[src/rtl/fetch_queue.sv]
// Fetch stage: owns the fetch PC, captures combinational imem data into a DEPTH-entry FIFO and hands {pc, instr} to decode.
// Optional build macro FETCH_FAULT_INJECT_EN adds fault_en/fault_mask inputs and a registered fault_hit output.
module fetch_queue #(
  parameter int          DEPTH    = 4,
  parameter logic [31:0] RESET_PC = 32'h0000_0000
) (
  input  logic                       clk,
  input  logic                       rst,
  output logic [31:0]                imem_addr,
  input  logic [31:0]                imem_rdata,
  output logic                       imem_en,
  input  logic                       fetch_stall,
  input  logic                       redirect_valid,
  input  logic [31:0]                redirect_pc,
  output logic                       out_valid,
  input  logic                       out_ready,
  output logic [31:0]                out_pc,
  output logic [31:0]                out_instr,
  output logic [$clog2(DEPTH+1)-1:0] count
`ifdef FETCH_FAULT_INJECT_EN
  ,
  input  logic                       fault_en,
  input  logic [31:0]                fault_mask,
  output logic                       fault_hit
`endif
);

  localparam int AW = $clog2(DEPTH);
  localparam int CW = $clog2(DEPTH + 1);

  logic [31:0]   r_pc_mem  [DEPTH];
  logic [31:0]   r_ins_mem [DEPTH];
  logic [AW-1:0] r_wptr;
  logic [AW-1:0] r_rptr;
  logic [CW-1:0] r_count;
  logic [31:0]   r_fetch_pc;

  logic          w_nonempty;
  logic          w_full;
  logic          w_pop;
  logic          w_push;
  logic [31:0]   w_wr_instr;

  assign w_nonempty = (r_count != '0);
  assign w_full     = (r_count == CW'(DEPTH));
  assign w_pop      = w_nonempty & out_ready & ~redirect_valid;
  // Gated by rst so imem_en reads 0 while reset is held.
  assign w_push     = rst & ~redirect_valid & ~fetch_stall & (~w_full | w_pop);

`ifdef FETCH_FAULT_INJECT_EN
  logic r_fault_hit;

  assign w_wr_instr = fault_en ? (imem_rdata ^ fault_mask) : imem_rdata;
  assign fault_hit  = r_fault_hit;

  always_ff @(posedge clk or negedge rst) begin
    if (!rst) begin
      r_fault_hit <= 1'b0;
    end else begin
      r_fault_hit <= w_push & fault_en & (fault_mask != 32'h0);
    end
  end
`else
  assign w_wr_instr = imem_rdata;
`endif

  always_ff @(posedge clk) begin
    if (w_push) begin
      r_pc_mem[r_wptr]  <= r_fetch_pc;
      r_ins_mem[r_wptr] <= w_wr_instr;
    end
  end

  always_ff @(posedge clk or negedge rst) begin
    if (!rst) begin
      r_wptr     <= '0;
      r_rptr     <= '0;
      r_count    <= '0;
      r_fetch_pc <= RESET_PC;
    end else if (redirect_valid) begin
      r_wptr     <= '0;
      r_rptr     <= '0;
      r_count    <= '0;
      r_fetch_pc <= redirect_pc & ~32'h3;
    end else begin
      if (w_push) begin
        r_wptr     <= r_wptr + AW'(1);
        r_fetch_pc <= r_fetch_pc + 32'd4;
      end
      if (w_pop) begin
        r_rptr <= r_rptr + AW'(1);
      end
      case ({w_push, w_pop})
        2'b10:   r_count <= r_count + CW'(1);
        2'b01:   r_count <= r_count - CW'(1);
        default: r_count <= r_count;
      endcase
    end
  end

  assign imem_addr = r_fetch_pc;
  assign imem_en   = w_push;
  assign out_valid = w_nonempty & ~redirect_valid;
  assign out_pc    = w_nonempty ? r_pc_mem[r_rptr]  : 32'h0;
  assign out_instr = w_nonempty ? r_ins_mem[r_rptr] : 32'h0;
  assign count     = r_count;

endmodule

[config.mk]
export PLATFORM = sky130hd
export DESIGN_NAME = fetch_queue
export DESIGN_NICKNAME = d
export VERILOG_FILES = /design/src/rtl/fetch_queue.sv
export SDC_FILE = /design/constraint.sdc
export NUM_CORES = 1
export LEC_CHECK = 0
export BUFFER_PORTS_ARGS = -buffer_cell sky130_fd_sc_hd__buf_4
export CAP_MARGIN = 5
export CORE_UTILIZATION = 35
export CTS_CLUSTER_DIAMETER = 50
export CTS_CLUSTER_SIZE = 16
export DETAILED_ROUTE_END_ITERATION = 8
export PLACE_DENSITY = 0.58
export SYNTH_ARGS = -nofsm -noshare
export SYNTH_HDL_FRONTEND = slang
export SYNTH_SLANG_ARGS = --single-unit
[constraint.sdc]
create_clock -name clk -period 3.5 [get_ports clk]
set_input_delay 0 -clock clk [delete_from_list [all_inputs] [get_ports clk]]
set_output_delay 0 -clock clk [all_outputs]
set_load 0.02 [all_outputs]
==> results of run 1 <==
flip-flops by register name, summed over array words and instances, names as in the netlist:
| signal | flops |
|---|---|
| r_ins_mem | 128 |
| r_pc_mem | 120 |
| imem_addr | 30 |
| count | 3 |
| r_rptr | 2 |
| r_wptr | 2 |
layer usage:
metal / GRT usage (%) / up-vias
met5: 0 / -
met4: 3.70 / 0
met3: 2.58 / 38
met2: 25.8 / 197
met1: 21.4 / 3440
li1: - / 3151
power by group:
part | leakage, nW | internal (mW) | total, mW | switching (mW)
sequential | 2.68 | 3.80 | 3.95 | 0.148
clock | 0.514 | 1.86 | 3.31 | 1.45
combinational | 2.14 | 0.513 | 1.02 | 0.503
total | 5.34 | 6.18 | 8.27 | 2.10
worst max-delay path, stage by stage (launching register included):
cell and delay (ns):
dfrtp_1 0.50, nor4b_2 0.89, nor3_1 0.32, a32oi_1 0.24, dlygate4sd3_1 0.56, o31ai_1 0.06
dlygate4sd3_1 0.59
kinds of logic (layout without fill, tap and decap cells):
| kind of cell | count (synthesis) | count (layout) | share of synthesized area [%] |
|---|---|---|---|
| multiplexers | 67 | 67 | 12.4 |
| buffers and inverters | 50 | 328 | 1.93 |
| flip-flops | 285 | 285 | 71.5 |
| AND/OR/NAND/NOR | 185 | 185 | 9.09 |
| other | 1 | 4 | 0.0320 |
| XOR/XNOR | 12 | 12 | 0.898 |
| adder cells (fa/ha/maj) | 6 | 6 | 0.706 |
| AO/OA/AOI/OAI | 61 | 61 | 3.43 |
layout make-up:
| cell class | count | share of cell area, % |
|---|---|---|
| clock buffer | 36 | 5.23 |
| clock inverter | 22 | 1.70 |
| inverter | 10 | 0.244 |
| multi-input combinational | 335 | 20.4 |
| sequential | 285 | 54.5 |
| tap | 442 | 3.60 |
| timing repair buffer | 260 | 14.3 |
timing repair:
action	4_1_cts	5_1_grt
setup buffers	0	0
endpoints found under the hold margin	202	0
hold buffers	92	0
synth_stat cells (2+ instances only):
cell and instances:
a211o_1 2, a21oi_1 4, a31oi_1 15, and2_1 63, and3_1 4, buf_1 2
buf_2 7, buf_4 4, buf_6 2, clkbuf_1 25, dfrtp_1 37, edfxtp_1 248
ha_1 5, inv_1 10, mux2_2 2, mux2i_1 3, mux4_2 62, nand2_1 25
nand2b_1 2, nand3_1 10, nand3b_1 3, nand4_1 6, nor2_1 26, nor2b_1 4
nor3_1 7, nor4_1 4, nor4b_1 2, o211ai_1 4, o21ai_0 16, o31ai_1 10
or3_1 8, or4_1 12, or4_4 3, xnor2_1 10, xor2_1 2
path summary, 6_finish.rpt:
path	endpoint	slack (ns)	cells after the start
worst max register to register	imem_addr[24]$_DFFE_PN0P_	0.22	6
worst min-delay path	imem_addr[27]$_DFFE_PN0P_	0.08	3
worst max-delay path	imem_addr[24]$_DFFE_PN0P_	0.22	6
max in group asynchronous	r_rptr[0]$_DFFE_PN0P_	3.01	3
worst min register to register	r_wptr[0]$_DFFE_PN0P_	0.62	2
min in group clk	r_ins_mem[0][30]$_DFFE_PP_	0.18	2
==> results.json, run 1 <==
{
  "start_kind": "flop",
  "synth-async-reset-ratio_pct": 13.0,
  "n_fill_cell": 2857,
  "pin_count": 170,
  "grt_pass1_wl_um": 40000,
  "cts.sinks": 285,
  "avgSynthCellArea_um2": 17.5,
  "synth_area_leaders": "edfxtp_1, mux4_2, dfrtp_1",
  "grt.overflow.total": 0,
  "layout_commonest_cell": "edfxtp_1",
  "p_leak_nw": 5.34,
  "start_util_pct": 35.8,
  "peakVddDrop_uv": 417,
  "cts_buffers": 31,
  "placed_area_um2": 13400,
  "hold_violations": 0,
  "design_area_um2": 15400,
  "die_area_um2": 34200,
  "antenna_found_initial": 0,
  "cts-htree-levels": 1,
  "dr.max_layer_used": "met4",
  "grt_setup_unrepaired": "no",
  "dp_cells": 1240,
  "ys_seq_area_share_pct": 71.5,
  "io_buffers": 163,
  "ant_nets": 0,
  "ff_latch_area_um2": 8380,
  "setup_tns_ns": 0,
  "wl_per_cell_um": 19.0,
  "syn_inst": 667,
  "clkTransAtPathRegs_ns": 0.06,
  "multi_input_comb_area_um2": 3140,
  "maxCapViolCount": 0,
  "critPathKind": "reg2reg",
  "crit_start": "count[0]$_DFFE_PN0P_",
  "period_needed_ns": 3.28,
  "skew_ns": 0.0124,
  "max_slew_margin_pct": 30.5,
  "power_mw": 8.27,
  "ys_warn_count": 0,
  "setup_ws_ns": 0.219,
  "synthFlopType": "edfxtp_1",
  "dp_slack_ns": 0.698,
  "antenna_cells": 0,
  "firstDrtPassIters": 4,
  "status": "finished, final reports clean",
  "fin_cells": 1390,
  "rows": 66,
  "drt-met1-wl_um": 11700,
  "crit_path_max_fanout": 12,
  "cts_buffer_depth": 3,
  "yosys.area.top_type": "edfxtp_1",
  "worstMarginPinSlew_ns": 1.04,
  "final_util_pct": 47.0,
  "synth_cell_types": 53,
  "final_cell_mix": "edfxtp_1, buf_4, dlygate4sd3_1",
  "ys_seq_elements": 285,
  "num-nets-final": 998,
  "drt-total-wl_um": 26500,
  "die_w_um": 185,
  "period_share_pct": 93.7,
  "fmax_ghz": 0.305,
  "hpwl_um": 15100,
  "drc_errors": 0,
  "insertion_delay_ns": 0.57,
  "powerDensity_nw_per_um2": 538,
  "maxSlewViolCount": 0,
  "cp.arrival_ns": 3.73,
  "cts_root_buffer": "clkbuf_16",
  "wl_met3_um": 1400,
  "grt_usage_pct": 15.6,
  "hold_path_class": "in2async",
  "vias_per_cell": 4.91,
  "first_global_vias": 6846,
  "setup_viol": 0,
  "end_kind": "flop",
  "grt_max_degree": 65,
  "drive_above_1_share_pct": 31.4,
  "tritoncts": "built",
  "crit_required_ns": 3.95,
  "timing.rr.start": "count[0]$_DFFE_PN0P_",
  "synth.top_cell.area_share_pct": 63.6,
  "dr_wl_met2_um": 12900,
  "syn2layout_area_growth_pct": 31.4,
  "holdWs_ns": 0.0798,
  "die_h_um": 185,
  "synth-edff-count": 248,
  "core_um2": 32700,
  "cts_resized": 0,
  "syn-cell-area_um2": 11700,
  "gp_congestion": 0.727,
  "drt-initial-drc-count": 391,
  "vias": 6826
}
No activity file was read; power rests on OpenSTA's default activity.
==> run 2: changes to the inputs <==
- clock period: 3.5 -> 3.4 ns (I/O delays scaled with it)
==> run 2 against run 1 <==
Compared with the run above: largest cell class unchanged; wire length shrank 0.54%; worst setup slack better by 0.43 ns; final cell count shrank 0.43%; die area did not move; clock power increased by 2%; flip-flop and latch count did not move; sequential power increased by 3%; final area shrank 0.32%; register-to-register slack better by 0.43 ns; largest power group unchanged; sequential share of layout area is 0.17 points higher.
==> results.json, run 2 (synthesized netlist as in run 1, its figures left out) <==
{
  "pin_count": 170,
  "fmax_ghz": 0.364,
  "post_cts_buffers": 0,
  "layout_commonest_cell": "edfxtp_1",
  "path_buf_inv": 1,
  "cts_buffers": 30,
  "wl_met3_um": 1240,
  "status": "finished, final reports clean",
  "firstDrtPassIters": 4,
  "powerDensity_nw_per_um2": 554,
  "ant_nets": 0,
  "dr.max_layer_used": "met4",
  "syn2layout_area_growth_pct": 30.9,
  "grt_max_degree": 65,
  "peakVddDrop_uv": 397,
  "final_cell_mix": "edfxtp_1, buf_4, dlygate4sd3_1",
  "drc_errors": 0,
  "cts.sinks": 285,
  "first_global_vias": 6801,
  "io_buffers": 163,
  "drt-total-wl_um": 26300,
  "cp_slowest_cell": "nor4b_2",
  "largest_register_ffs": 128,
  "holdWs_ns": 0.0913,
  "end_kind": "flop",
  "gp_congestion": 0.728,
  "r2r-end": "imem_addr[2]$_DFFE_PN0P_",
  "period_share_pct": 80.9,
  "crit_family": "simple AND/OR/NAND/NOR gates",
  "dr_wl_met2_um": 12800,
  "path_cells": "nor4b_2 -> nor2_1 -> xnor2_1 -> o21ai_0 -> dlygate4sd3_1",
  "cts_root_buffer": "clkbuf_16",
  "clkTransAtPathRegs_ns": 0.07,
  "tritoncts": "built",
  "max_slew_margin_pct": 30.6,
  "worstMarginPinSlew_ns": 1.04,
  "rrSetupSlack_ns": 0.65,
  "drt-met1-wl_um": 11800,
  "timing.rr.start": "count[0]$_DFFE_PN0P_",
  "maxCapViolCount": 0,
  "grt_setup_unrepaired": "no",
  "cp.arrival_ns": 3.18,
  "crit_path_max_fanout": 12,
  "p_leak_nw": 5.32,
  "cts-htree-levels": 1,
  "drive_above_1_share_pct": 31.7,
  "grt_pass1_wl_um": 39700,
  "grt_usage_pct": 15.4,
  "start_util_pct": 35.8,
  "setup_viol": 0,
  "die_h_um": 185,
  "vias_per_cell": 4.91,
  "hpwl_um": 15100,
  "vias": 6794,
  "rows": 66,
  "setup_tns_ns": 0,
  "maxSlewViolCount": 0,
  "die_w_um": 185,
  "antenna_found_initial": 0,
  "worst-path-stages": 5,
  "ff2ff_path_depth": 5,
  "n_fill_cell": 2873,
  "skew_ns": 0.0106,
  "num-nets-final": 995,
  "insertion_delay_ns": 0.55,
  "drt-initial-drc-count": 445,
  "slowest_delay_ns": 0.85,
  "period_needed_ns": 2.75,
  "antenna_cells": 0,
  "wl_per_cell_um": 19.0,
  "hold_path_class": "in2async",
  "crit_required_ns": 3.83,
  "cts_buffer_depth": 3,
  "largest-register": "r_ins_mem",
  "die_area_um2": 34200,
  "core_um2": 32700,
  "grt.overflow.total": 0,
  "critPathKind": "reg2reg",
  "hold_violations": 0,
  "start_kind": "flop"
}
-- run 2: cell count changes in the layout (fill, tap and decap cells not counted), sizes merged --
| cell | previous run | this run |
|---|---|---|
| clkbuf | 36 | 32 |
| clkinv | 10 | 6 |
| dlygate4sd3 | 92 | 88 |
| buf | 168 | 170 |
| inv | 18 | 20 |
| bufinv | 2 | 3 |
| clkinvlp | 2 | 3 |
-- run 2: final cells by class --
type / instances / area [um2] / share of cell area [%]
clock buffers: 32 / 779 / 5.09
clock inverters: 22 / 263 / 1.71
inverters: 10 / 37.5 / 0.245
multi-input cells: 335 / 3140 / 20.5
flip-flops and latches: 285 / 8380 / 54.7
well taps: 442 / 553 / 3.61
repair buffers: 258 / 2170 / 14.2
-- run 2: report_power, final --
| group | switching, mW | internal (mW) |
|---|---|---|
| logic | 0.514 | 0.526 |
| clock network | 1.44 | 1.94 |
| registers | 0.156 | 3.91 |
-- run 2: per-stage QoR --
stage,util [%],power [mW],area (um2),cells,worst slack (ns)
6_report,46.9,8.49,15300,1384,0.650
5_1_grt,46.9,8.77,15300,1384,0.324
4_1_cts,46.9,8.59,15300,1384,0.576
3_5_place_dp,41.0,5.12,13400,1242,0.584
3_3_place_gp,41.0,5.11,13400,1242,0.644
2_1_floorplan,-,4.65,11700,670,0.179
-- run 2: worst max path at each step --
| stage | startpoint | end | slack, ns |
|---|---|---|---|
| CTS | count[0]$_DFFE_PN0P_ | r_ins_mem[0][11]$_DFFE_PP_ | 0.58 |
| global route | count[0]$_DFFE_PN0P_ | imem_addr[2]$_DFFE_PN0P_ | 0.32 |
| detailed placement | count[0]$_DFFE_PN0P_ | r_ins_mem[0][10]$_DFFE_PP_ | 0.58 |
| finish | count[0]$_DFFE_PN0P_ | imem_addr[2]$_DFFE_PN0P_ | 0.65 |
| floorplan | count[0]$_DFFE_PN0P_ | r_ins_mem[0][0]$_DFFE_PP_ | 0.18 |
| global placement | count[0]$_DFFE_PN0P_ | r_ins_mem[0][3]$_DFFE_PP_ | 0.64 |
-- run 2: worst register-to-register path: stages, from the launching register on --
cell	delay, ns
dfrtp_1	0.48
nor4b_2	0.85
nor2_1	0.39
xnor2_1	0.25
o21ai_0	0.09
dlygate4sd3_1	0.58
-- run 2: per-layer routing --
metal	up-vias	global-route usage (%)
li1	3141	-
met1	3433	21.1
met2	180	26.0
met3	40	2.30
met4	0	3.40
met5	-	0
-- run 2: what timing repair did --
item                       4_1_cts  5_1_grt
hold buffers                    88        0
hold endpoints to repair       202        0
gates resized for setup          0        0
setup endpoints to repair        0        0
==> run 3: changes to the inputs <==
- PLACE_DENSITY: 0.58 -> 0.6
- clock period: 3.4 -> 2.4 ns (I/O delays scaled with it)
==> run 3 against run 2 <==
Compared with the run above: via count up 3.0%; global-route usage up 0.61 points; worst setup slack worse by 0.53 ns; die area unchanged; first-iteration DRC count up 13%; final area up 3.3%; hold slack worse by 0.019 ns; largest cell class unchanged; critical path depth down 1; sequential share of layout area down 1.7 points; register-to-register slack worse by 0.52 ns.
==> results.json, run 3 (synthesized netlist as in run 1, its figures left out) <==
{
  "status": "finished, final reports clean",
  "grt.overflow.total": 0,
  "maxCapViolCount": 0,
  "clkTransAtPathRegs_ns": 0.07,
  "maxSlewViolCount": 0,
  "path_cells": "buf_12 -> mux4_2 -> and2_1 -> buf_4",
  "cts_buffer_depth": 3,
  "insertion_delay_ns": 0.56,
  "end_kind": "primary output",
  "start_util_pct": 35.8,
  "drc_errors": 0,
  "max_slew_margin_pct": 52.9,
  "hpwl_um": 16500,
  "power_mw": 12.4,
  "vias": 7001,
  "drt-initial-drc-count": 504,
  "hold_violations": 0,
  "post_cts_buffers": 0,
  "cp_slowest_cell": "dfrtp_4",
  "cts_root_buffer": "clkbuf_16",
  "grt_usage_pct": 16.1,
  "antenna_found_initial": 0,
  "rrSetupSlack_ns": 0.13,
  "grt_pass1_wl_um": 41500,
  "drt-total-wl_um": 27300,
  "cp.arrival_ns": 2.28,
  "ant_nets": 0,
  "skew_ns": 0.0160,
  "rows": 66,
  "firstDrtPassIters": 6,
  "setup_viol": 0,
  "swShare_pct": 24.9,
  "period_needed_ns": 2.28,
  "power.share.clock_pct": 41.1,
  "largest_register_ffs": 128,
  "placed_area_um2": 13800,
  "peakVddDrop_uv": 524,
  "cts-htree-levels": 1,
  "p_leak_nw": 5.57,
  "largest-register": "r_ins_mem",
  "hold_path_class": "in2async",
  "timing.rr.start": "imem_addr[5]$_DFFE_PN0P_",
  "multi_input_comb_area_um2": 3160,
  "design_area_um2": 15800,
  "wl_per_cell_um": 19.2,
  "core_um2": 32700,
  "layout_commonest_cell": "edfxtp_1",
  "slowest_delay_ns": 0.59,
  "critPathKind": "reg2out",
  "cts_buffers": 31,
  "period_share_pct": 95.1,
  "p_comb_share_pct": 13.5,
  "tritoncts": "built",
  "path_buf_inv": 2,
  "grt_max_degree": 65,
  "antenna_cells": 0,
  "num-nets-final": 1033,
  "crit_path_max_fanout": 23,
  "gp_congestion": 0.796,
  "worst-path-stages": 4,
  "io_buffers": 163,
  "crit_required_ns": 2.40,
  "die_w_um": 185,
  "p_int_mw": 9.35,
  "syn2layout_area_growth_pct": 35.3,
  "crit_family": "flip-flops",
  "ff2ff_path_depth": 5,
  "first_global_vias": 7140,
  "ff_latch_area_um2": 8380,
  "grt_setup_unrepaired": "yes",
  "cts.sinks": 285,
  "drive_above_1_share_pct": 34.8,
  "final_cell_mix": "edfxtp_1, buf_4, dlygate4sd3_1",
  "r2r-end": "imem_addr[12]$_DFFE_PN0P_",
  "powerDensity_nw_per_um2": 786,
  "start_kind": "flop",
  "worstMarginPinSlew_ns": 0.707,
  "p_seq_share_pct": 45.4,
  "die_h_um": 185,
  "p_sw_mw": 3.09,
  "n_fill_cell": 2874,
  "vias_per_cell": 4.91,
  "pin_count": 170,
  "fmax_ghz": 0.438,
  "die_area_um2": 34200
}
==> run 3: worst min-delay path, stage by stage <==
cell and delay (ns):
dlygate4sd3_1 0.53, buf_4 0.15, buf_4 0.36
==> run 3: stage by stage <==
step	hold slack [ns]	util [%]	setup slack [ns]	cells	TNS [ns]
final	0.0721	48.4	0.117	1425	0
after detailed placement	-0.155	42.2	0.230	1276	0
after global placement	-0.154	42.2	0.247	1276	0
after floorplan	-0.296	-	-0.142	670	-35.14
after global routing	0.100	48.4	-0.00505	1425	-0.00505
after CTS	0.0625	48.4	0.0451	1425	0
==> run 3: what timing repair did <==
| item | CTS | global route |
|---|---|---|
| endpoints found under the setup margin | 0 | 8 |
| endpoints found under the hold margin | 202 | 0 |
| hold buffers | 91 | 0 |
| resized for setup | 0 | 5 |
==> run 3: layout make-up <==
| class | instances | area share, % |
|---|---|---|
| clock buffer | 32 | 4.92 |
| clock inverter | 26 | 2.19 |
| inverter | 10 | 0.237 |
| multi-input combinational | 335 | 19.9 |
| sequential | 285 | 52.9 |
| tap | 442 | 3.49 |
| timing repair buffer | 295 | 16.3 |
==> run 3: power groups by stage <==
stage | sequential, mW | clock (mW) | combinational (mW)
floorplan | 5.81 | 0 | 0.773
global placement | 5.75 | 0 | 1.57
detailed placement | 5.75 | 0 | 1.58
CTS | 5.65 | 5.25 | 1.71
global route | 5.66 | 5.43 | 1.82
finish | 5.65 | 5.11 | 1.69
==> run 3: metal layers <==
metal  vias up  track usage (%)  part of all wire [%]
li1       3230                -                     -
met1      3538             22.2                    45
met2       195             26.6                    48
met3        38             2.69                   5.7
met4         0             3.47                   1.5
met5         -                0                     0
==> run 3: how the worst max path moves through the flow <==
stage                                           end                      from
after detailed placement  imem_addr[18]$_DFFE_PN0P_  imem_addr[5]$_DFFE_PN0P_
after CTS                  imem_addr[8]$_DFFE_PN0P_  imem_addr[5]$_DFFE_PN0P_
after global placement    imem_addr[18]$_DFFE_PN0P_  imem_addr[5]$_DFFE_PN0P_
final                                  out_instr[7]     r_rptr[0]$_DFFE_PN0P_
after global routing      imem_addr[12]$_DFFE_PN0P_  imem_addr[5]$_DFFE_PN0P_
after floorplan           r_ins_mem[2][0]$_DFFE_PP_      count[0]$_DFFE_PN0P_
